### src/rtl/rgmii_rx_decode.sv
// RGMII receive decode: rebuilds the GMII byte stream, tracks in-band link status and
// delivers the de-preambled payload as a framed stream with good/bad frame counters.
module rgmii_rx_decode #(
    parameter int unsigned MIN_PREAMBLE  = 1,
    parameter int unsigned MAX_FRAME_LEN = 1522,
    parameter int unsigned STATUS_FILTER = 4
) (
    input  logic        gmii_rx_clk,
    input  logic        reset,
    input  logic [3:0]  rgmii_rxd_rise,
    input  logic [3:0]  rgmii_rxd_fall,
    input  logic        rgmii_rx_ctl_rise,
    input  logic        rgmii_rx_ctl_fall,
    output logic        gmii_rx_dv,
    output logic        gmii_rx_er,
    output logic [7:0]  gmii_rxd,
    output logic        pkt_valid,
    output logic [7:0]  pkt_data,
    output logic        pkt_sof,
    output logic        pkt_eof,
    output logic        pkt_err,
    output logic        link_up,
    output logic [1:0]  link_speed,
    output logic        full_duplex,
    output logic        false_carrier,
    output logic [15:0] frame_ok_cnt,
    output logic [15:0] frame_err_cnt
);

    localparam int unsigned LenW  = $clog2(MAX_FRAME_LEN + 1);
    localparam int unsigned FiltW = $clog2(STATUS_FILTER + 1);
    localparam logic [LenW-1:0]  LenMax  = LenW'(MAX_FRAME_LEN);
    localparam logic [FiltW-1:0] FiltMax = FiltW'(STATUS_FILTER);
    localparam logic [2:0]       PreMin  = 3'(MIN_PREAMBLE);

    localparam logic [1:0] StIdle     = 2'd0;
    localparam logic [1:0] StPreamble = 2'd1;
    localparam logic [1:0] StData     = 2'd2;
    localparam logic [1:0] StDrop     = 2'd3;

    logic [1:0]       state_q, state_d;
    logic [2:0]       pre_cnt_q, pre_cnt_d, pre_eff;
    logic [7:0]       hold_q, hold_d;
    logic             hold_vld_q, hold_vld_d;
    logic             hold_sof_q, hold_sof_d;
    logic             err_q, err_d;
    logic [LenW-1:0]  len_q, len_d;
    logic             drop_cnt;
    logic             cand, status_upd;
    logic [3:0]       cand_q, cand_d;
    logic [FiltW-1:0] filt_cnt_q, filt_cnt_d;

    always_ff @(posedge gmii_rx_clk) begin
        if (reset) begin
            gmii_rx_dv <= 1'b0;
            gmii_rx_er <= 1'b0;
            gmii_rxd   <= 8'h00;
        end else begin
            gmii_rx_dv <= rgmii_rx_ctl_rise;
            gmii_rx_er <= rgmii_rx_ctl_rise ^ rgmii_rx_ctl_fall;
            gmii_rxd   <= {rgmii_rxd_fall, rgmii_rxd_rise};
        end
    end

    // In-band status: only idle cycles with matching nibbles and a legal speed qualify.
    always_comb begin
        cand = !gmii_rx_dv && !gmii_rx_er && (gmii_rxd[3:0] == gmii_rxd[7:4])
               && (gmii_rxd[2:1] != 2'b11);
        cand_d     = cand_q;
        filt_cnt_d = '0;
        if (cand) begin
            if ((filt_cnt_q != '0) && (gmii_rxd[3:0] == cand_q)) begin
                filt_cnt_d = (filt_cnt_q == FiltMax) ? FiltMax : filt_cnt_q + 1'b1;
            end else begin
                cand_d     = gmii_rxd[3:0];
                filt_cnt_d = FiltW'(1);
            end
        end
        status_upd = cand && (filt_cnt_d == FiltMax);
    end

    always_ff @(posedge gmii_rx_clk) begin
        if (reset) begin
            cand_q        <= 4'h0;
            filt_cnt_q    <= '0;
            link_up       <= 1'b0;
            link_speed    <= 2'b00;
            full_duplex   <= 1'b0;
            false_carrier <= 1'b0;
        end else begin
            cand_q        <= cand_d;
            filt_cnt_q    <= filt_cnt_d;
            false_carrier <= !gmii_rx_dv && gmii_rx_er && (gmii_rxd == 8'h0E);
            if (status_upd) begin
                link_up     <= gmii_rxd[0];
                link_speed  <= gmii_rxd[2:1];
                full_duplex <= gmii_rxd[3];
            end
        end
    end

    always_comb begin
        state_d    = state_q;
        pre_cnt_d  = pre_cnt_q;
        hold_d     = hold_q;
        hold_vld_d = hold_vld_q;
        hold_sof_d = hold_sof_q;
        err_d      = err_q;
        len_d      = len_q;
        drop_cnt   = 1'b0;
        pre_eff    = (state_q == StIdle) ? 3'd0 : pre_cnt_q;
        case (state_q)
            StIdle, StPreamble: begin
                if (!gmii_rx_dv) begin
                    state_d = StIdle;
                end else if (gmii_rx_er) begin
                    state_d  = StDrop;
                    drop_cnt = 1'b1;
                end else if (gmii_rxd == 8'h55) begin
                    state_d   = StPreamble;
                    pre_cnt_d = (pre_eff == 3'd7) ? 3'd7 : pre_eff + 3'd1;
                end else if ((gmii_rxd == 8'hD5) && (pre_eff >= PreMin)) begin
                    state_d    = StData;
                    err_d      = 1'b0;
                    len_d      = '0;
                    hold_vld_d = 1'b0;
                end else begin
                    state_d  = StDrop;
                    drop_cnt = 1'b1;
                end
            end
            StData: begin
                if (!gmii_rx_dv) begin
                    state_d    = StIdle;
                    hold_vld_d = 1'b0;
                    drop_cnt   = !hold_vld_q;
                end else if (hold_vld_q && (len_q == LenMax)) begin
                    // Held byte is the last allowed one; it leaves now with eof+err.
                    state_d    = StDrop;
                    hold_vld_d = 1'b0;
                end else begin
                    hold_d     = gmii_rxd;
                    hold_vld_d = 1'b1;
                    hold_sof_d = !hold_vld_q;
                    err_d      = err_q | gmii_rx_er;
                    len_d      = len_q + 1'b1;
                end
            end
            default: begin
                if (!gmii_rx_dv) state_d = StIdle;
            end
        endcase
    end

    assign pkt_valid = (state_q == StData) && hold_vld_q;
    assign pkt_eof   = pkt_valid && (!gmii_rx_dv || (len_q == LenMax));
    assign pkt_err   = pkt_eof && (err_q || gmii_rx_dv);
    assign pkt_sof   = pkt_valid && hold_sof_q;
    assign pkt_data  = hold_q;

    always_ff @(posedge gmii_rx_clk) begin
        if (reset) begin
            state_q       <= StIdle;
            pre_cnt_q     <= 3'd0;
            hold_q        <= 8'h00;
            hold_vld_q    <= 1'b0;
            hold_sof_q    <= 1'b0;
            err_q         <= 1'b0;
            len_q         <= '0;
            frame_ok_cnt  <= 16'h0000;
            frame_err_cnt <= 16'h0000;
        end else begin
            state_q    <= state_d;
            pre_cnt_q  <= pre_cnt_d;
            hold_q     <= hold_d;
            hold_vld_q <= hold_vld_d;
            hold_sof_q <= hold_sof_d;
            err_q      <= err_d;
            len_q      <= len_d;
            if (pkt_eof) begin
                if (pkt_err) frame_err_cnt <= frame_err_cnt + 16'd1;
                else         frame_ok_cnt  <= frame_ok_cnt + 16'd1;
            end else if (drop_cnt) begin
                frame_err_cnt <= frame_err_cnt + 16'd1;
            end
        end
    end

endmodule

### config.mk
export PLATFORM = sky130hd
export DESIGN_NAME = rgmii_rx_decode
export DESIGN_NICKNAME = d
export VERILOG_FILES = /design/src/rtl/rgmii_rx_decode.sv
export SDC_FILE = /design/constraint.sdc
export NUM_CORES = 1
export LEC_CHECK = 0
export BUFFER_PORTS_ARGS = -buffer_cell sky130_fd_sc_hd__buf_2
export CORE_MARGIN = 8
export CORE_UTILIZATION = 45
export DETAILED_ROUTE_END_ITERATION = 6
export GPL_ROUTABILITY_DRIVEN = 0
export PLACE_DENSITY = 0.67
export SLEW_MARGIN = 10
export SYNTH_ARGS = -nofsm -noshare
export SYNTH_HDL_FRONTEND = slang
export SYNTH_SLANG_ARGS = --single-unit
### constraint.sdc
create_clock -name gmii_rx_clk -period 2.7 [get_ports gmii_rx_clk]
set_input_delay 0.54 -clock gmii_rx_clk [delete_from_list [all_inputs] [get_ports gmii_rx_clk]]
set_output_delay 0.54 -clock gmii_rx_clk [all_outputs]
set_load 0.02 [all_outputs]
Yosys cells after proc, flatten, opt, wreduce, memory -nomap -nowiden

Cells that the tools add are included.
W data, S select, Z words.

Bits in registers: 81
Latch bits: 0
Bits in writable memories: 0
Memory bits (read-only): 0
Logic and storage cells: 121
Memories: 0

$add $sub $neg: 5
Multipliers: 0
Div/mod/pow operators: 0
Order comparisons: 1
Eq/ne operators: 21
Shift-type cells: 0
Mux-type cells: 39
Bitwise operators: 6
Reductions and logical operators: 31

Operators with widths:

| operator                | number |
|---|---|
| $mux W11                | 6 |
| $mux W16                | 3 |
| $add A16 B1 Y16 const B | 2 |
| $pmux W11 S2            | 1 |
| $mux W3                 | 5 |
| $mux W1                 | 14 |
| $ne A2 B2 Y1 const B    | 7 |
| $logic_and A1 B1 Y1     | 13 |
| $mux W2                 | 6 |
| $add A11 B1 Y11 const B | 1 |
| $eq A11 B11 Y1 const B  | 1 |
| $eq A3 B3 Y1 const B    | 3 |
| $eq A4 B4 Y1            | 2 |
| $eq A8 B4 Y1 const B    | 1 |
| $eq A8 B7 Y1 const B    | 1 |
| $eq A8 B8 Y1 const B    | 1 |
| $reduce_and A2 Y1       | 4 |
| $reduce_and A7 Y1       | 1 |
| $add A3 B1 Y3 const B   | 2 |
| $pmux W1 S2             | 3 |
| $reduce_and A5 Y1       | 1 |
| $not A1 Y1              | 4 |
| $pmux W2 S2             | 1 |
| $reduce_and A4 Y1       | 1 |
| other kinds (15)        | 19 |

Depth between registers and ports, before layout

Word-level depth: 11
Depth in mapped cells: 9

Worst setup path after synthesis

OpenSTA, ideal clock, no wires.

Path kind: register to register
Start point: reg gmii_rxd[0]
End point: reg len_q[1]
Library setup time: 0.067 ns
Data arrival time: 2.090 ns
Data required time: 2.633 ns
Path slack: 0.543 ns
Cell stages (with the launch flop): 8
Path buffers: 1
Period minus slack after synthesis: 2.157 ns
Path through: dfxtp_1 -> buf_2 -> or4b_1 -> or3_4 -> nor2_4 -> a21oi_2 -> or3_1 -> a21oi_2

Word-level cells in the longest chain between the ends: 4

RTL lines:

| item                                 | line | source |
|---|---|---|
| start: declaration                   | 16   | `output logic [7:0] gmii_rxd,` |
| start signal: assignment             | 61   | `gmii_rxd <= {rgmii_rxd_fall, rgmii_rxd_rise};` |
| $eq A8 B8 Y1                         | 122  | `end else if ((gmii_rxd == 8'hD5) && (pre_eff >= PreMin)) begin` |
| $logic_and A1 B1 Y1                  | 122  |  |
| $ne A2 B2 Y1 (no source line)        | --   |  |
| $reduce_and A7 Y1 (no source line) * | --   |  |
| end signal: assignment               | 179  | `len_q <= len_d;` |
| end: declaration                     | 47   | `logic [LenW-1:0] len_q, len_d;` |

Mark *: on every way between the ends. The rest lies on a longest branch, timed or not.
A chain may end at the register's enable or synchronous reset.

Worst setup path in the final report

Start point: reg len_q[3]
End point: out pkt_err

Word-level cells in the longest chain between the ends: 4

RTL lines:

| item                | line | source |
|---|---|---|
| $eq A11 B11 Y1      | 156  | `assign pkt_eof = pkt_valid && (!gmii_rx_dv \|\| (len_q == LenMax));` |
| $logic_or A1 B1 Y1  | 156  |  |
| $logic_and A1 B1 Y1 | 156  |  |
| $logic_and A1 B1 Y1 | 157  | `assign pkt_err = pkt_eof && (err_q \|\| gmii_rx_dv);` |
| end: declaration    | 21   | `output logic pkt_err,` |

No other way between the ends.

==> metrics.md <==
| Metric | Value |
|---|---|
| Iter 0 DRT Violations | 117 |
| Port-buffer cells | 70 |
| Mapped cell area | 3760 sq um |
| Crit path launch type | flip-flop |
| Relative slew margins | 38.4% |
| Ys async rst share | 0% |
| Vias in the first global route | 3,123 |
| Total gr overflow | 0 |
| Critical path data arrival time | ~1900 ps |
| HP Class | in -> reg |
| Most common cell after layout, fill and taps aside | dfxtp_1 |
| RSZ-0062 raised after global routing | no |
| Antenna viol nets, final | 0 |
| Yosys top cell area share | ~43% |
| # DRC | 0 |
| Count of final setup violators | 0 |
| Met3 Wirelength | 358 um |
| Initial antenna violation count | 0 |
| Syn Inst Count | 442 |
| Synth area leader | dfxtp_1 |
| Post-synth EDFFs | 0 |
| Post-route clock period utilization | 89.7% |
| Slew at the pin closest to its max-slew limit | 924 ps |
| CTS tree | built |
| Syn_nets | 462 |
| Starting Density | between 40 and 50% |
| Clk_skew | between 7 and 8 ps |
| Final WS setup | 279 ps |
| Synth cell types | 52 |
| First-pass GRT wire length | 15.1 mm |
| Beginning of the critical path | len_q[3] |
| WL met2 | around 4.4 mm |
| Post-detail-place hpwl | 6.56 mm |
| Drt total wl | 9.06 mm |
| Num CTS Buffers | 9 |
| Peak VDD IR | 270 uV |
| Post-Route M1 WL | 4.13 mm |
| Hold Vio Cnt, Final | 0 |
| F_max | 0.413 GHz |
| Aggregate global-route resource usage | 16.1% |
| DR top layer | met4 |
| Root Driver | clkbuf_8 |
| Post-CTS Setup Bufs | 0 |
| Fin crit period | about 2400 ps |
| Fillers | 783 |
| Share of layout cells above drive strength 1 | 20.8% |
| Full die area | 11,500 sq um |
| Chip width | roughly 110 um |
| Seq/Total Area, Yosys | 43.1% |
| Commonest cells after routing, fill and taps aside | dfxtp_1, buf_2, nor2_1 |
| Flops & latches, synth | 81 |
| Crit path required time | 2160 ps |
| Row cnt | 33 |
| Leak | 1.82 nW |
| Status | finished, final reports clean |
| Setup Total Neg Slack | 0 ps |
| Yosys warnings | 0 |
| RR Startpoint | state_q[1] |
| DR vias/cell | about 5.3 |
| Largest net degree at the start of global routing | 52 |
| Number of gates resized after CTS | 0 |
| Main synth FF type | dfxtp_1 |
| Setup Slack @ Placement | between 400 and 500 ps |
| Clock insertion delay at the later pin of the skew report | about 350 ps |
| # IOs | 71 |
| DIE HEIGHT | 107 um |
| H-tree lvl count | 3 |
| Clk sinks | 81 |
| Worst Setup End Kind | primary output |
| Layout area overhead | 17.3% |
| Avg Synthesized Cell Area | ~8.5 sq um |
| DR vias | between 3,000 and 4,000 |
| Hold-fix buffers, CTS | 0 |
| Clk slew on worst S/H paths | 80 ps |
| Wire per inst | 14.6 um |
| Core Area | 8180 sq um |
| Critical path class | reg -> out |
| # diodes | 0 |
| Clock Tree Buf Depth | 2 |
| # nets final | 530 |
| Max cap viols | 0 |
| PwrDens | 520 nW/um^2 |
| Ranking of synthesized cells by area | dfxtp_1, nor2_1, nand2_1 |
| Min-delay src | rgmii_rxd_rise[1] |
| Critical-path maximum fanout | 5 |
| Pins Over Slew Limit | 0 |
| Detailed Routing Iterations Pass 1 | 4 |
layer usage:
layer  global-route usage [%]  vias to the layer above
met1                     19.4                     1525
li1                         -                     1665
met3                     3.35                       15
met5                        0                        -
met4                     7.14                        0
met2                     26.8                       61
report_power, final:
part / switching, mW / internal [mW] / total [mW]
Sequential: 0.0271 / 1.21 / 1.24
Clock: 0.444 / 0.479 / 0.923
Combinational: 0.0819 / 0.0529 / 0.135
Total: 0.553 / 1.74 / 2.29
critical path, cell delays in order (launching register included):
cell,delay (ps)
dfxtp_1,350
nand4bb_1,230
nor4_4,410
mux2i_2,170
nor2_1,170
buf_2,200
synthesized netlist by cell type (2+ instances only):
cell and instances:
dfxtp_1 81, nor2_1 62, nand2_1 52, a21oi_1 29, nand3_1 20, nor2b_1 18, clkbuf_1 16, xor2_1 14
o21ai_0 13, inv_1 12, mux2i_1 12, xnor2_1 11, ha_1 8, or4_1 8, nand4_1 7, or3_1 6
a31oi_1 4, and3_1 4, and4_1 4, nand3b_1 4, nor4bb_1 4, o31ai_1 4, a21oi_2 3, a311oi_1 3
a31o_2 3, buf_2 3, nand2b_1 3, a21o_1 2, buf_6 2, mux2_1 2, nor3_1 2, nor3b_1 2
nor4b_1 2, o211ai_1 2, o22a_1 2, or2_2 2
stage by stage:
step           power, mW  cells  util [%]  hold WS (ps)  cell area (sq um)
5_1_grt             2.38    620      53.9           403               4410
2_1_floorplan       1.36    442         -           445               3760
6_report            2.29    620      53.9           397               4410
4_1_cts             2.31    620      53.9           388               4410
3_5_place_dp        1.40    604      51.4           446               4200
3_3_place_gp        1.40    604      51.4           441               4200
final cells by class:
type | count | area, sq um | share of cell area, %
clock buffers | 12 | 155 | 3.52
clock inverters | 4 | 51.3 | 1.16
inverters | 12 | 45.0 | 1.02
multi-input cells | 328 | 2000 | 45.2
flip-flops and latches | 81 | 1620 | 36.8
well taps | 105 | 131 | 2.98
repair buffers | 78 | 410 | 9.30
final timing paths:
kind	endpoint	slack (ps)	depth (start not counted)
setup / recovery	pkt_err	280	5
hold / removal	gmii_rxd[1]	400	2
setup reg to reg	frame_err_cnt[8]	460	8
hold reg to reg	pkt_data[5]	460	2
kinds of logic (layout without fill, tap and decap cells):
family          Yosys count  after routing  share of synthesized area (%)
mux                      15             15                           4.16
buf+inv                  33            106                           3.79
xor+xnor                 25             25                           5.82
compound gates           71             71                           11.7
simple gates            209            209                           28.7
flops                    81             81                           43.1
fa+ha+maj                 8              8                           2.66
state kept, by name, indices dropped and copies added, names as in the netlist:
name / cells
filt_cnt_q: 3
link_speed: 2
gmii_rx_er: 1
frame_ok_cnt: 16
full_duplex: 1
cand_q: 4
hold_sof_q: 1
pre_cnt_q: 3
hold_vld_q: 1
link_up: 1
gmii_rxd: 8
err_q: 1
state_q: 2
pkt_data: 8
len_q: 11
gmii_rx_dv: 1
false_carrier: 1
frame_err_cnt: 16
(Power assumes the default switching activity.)
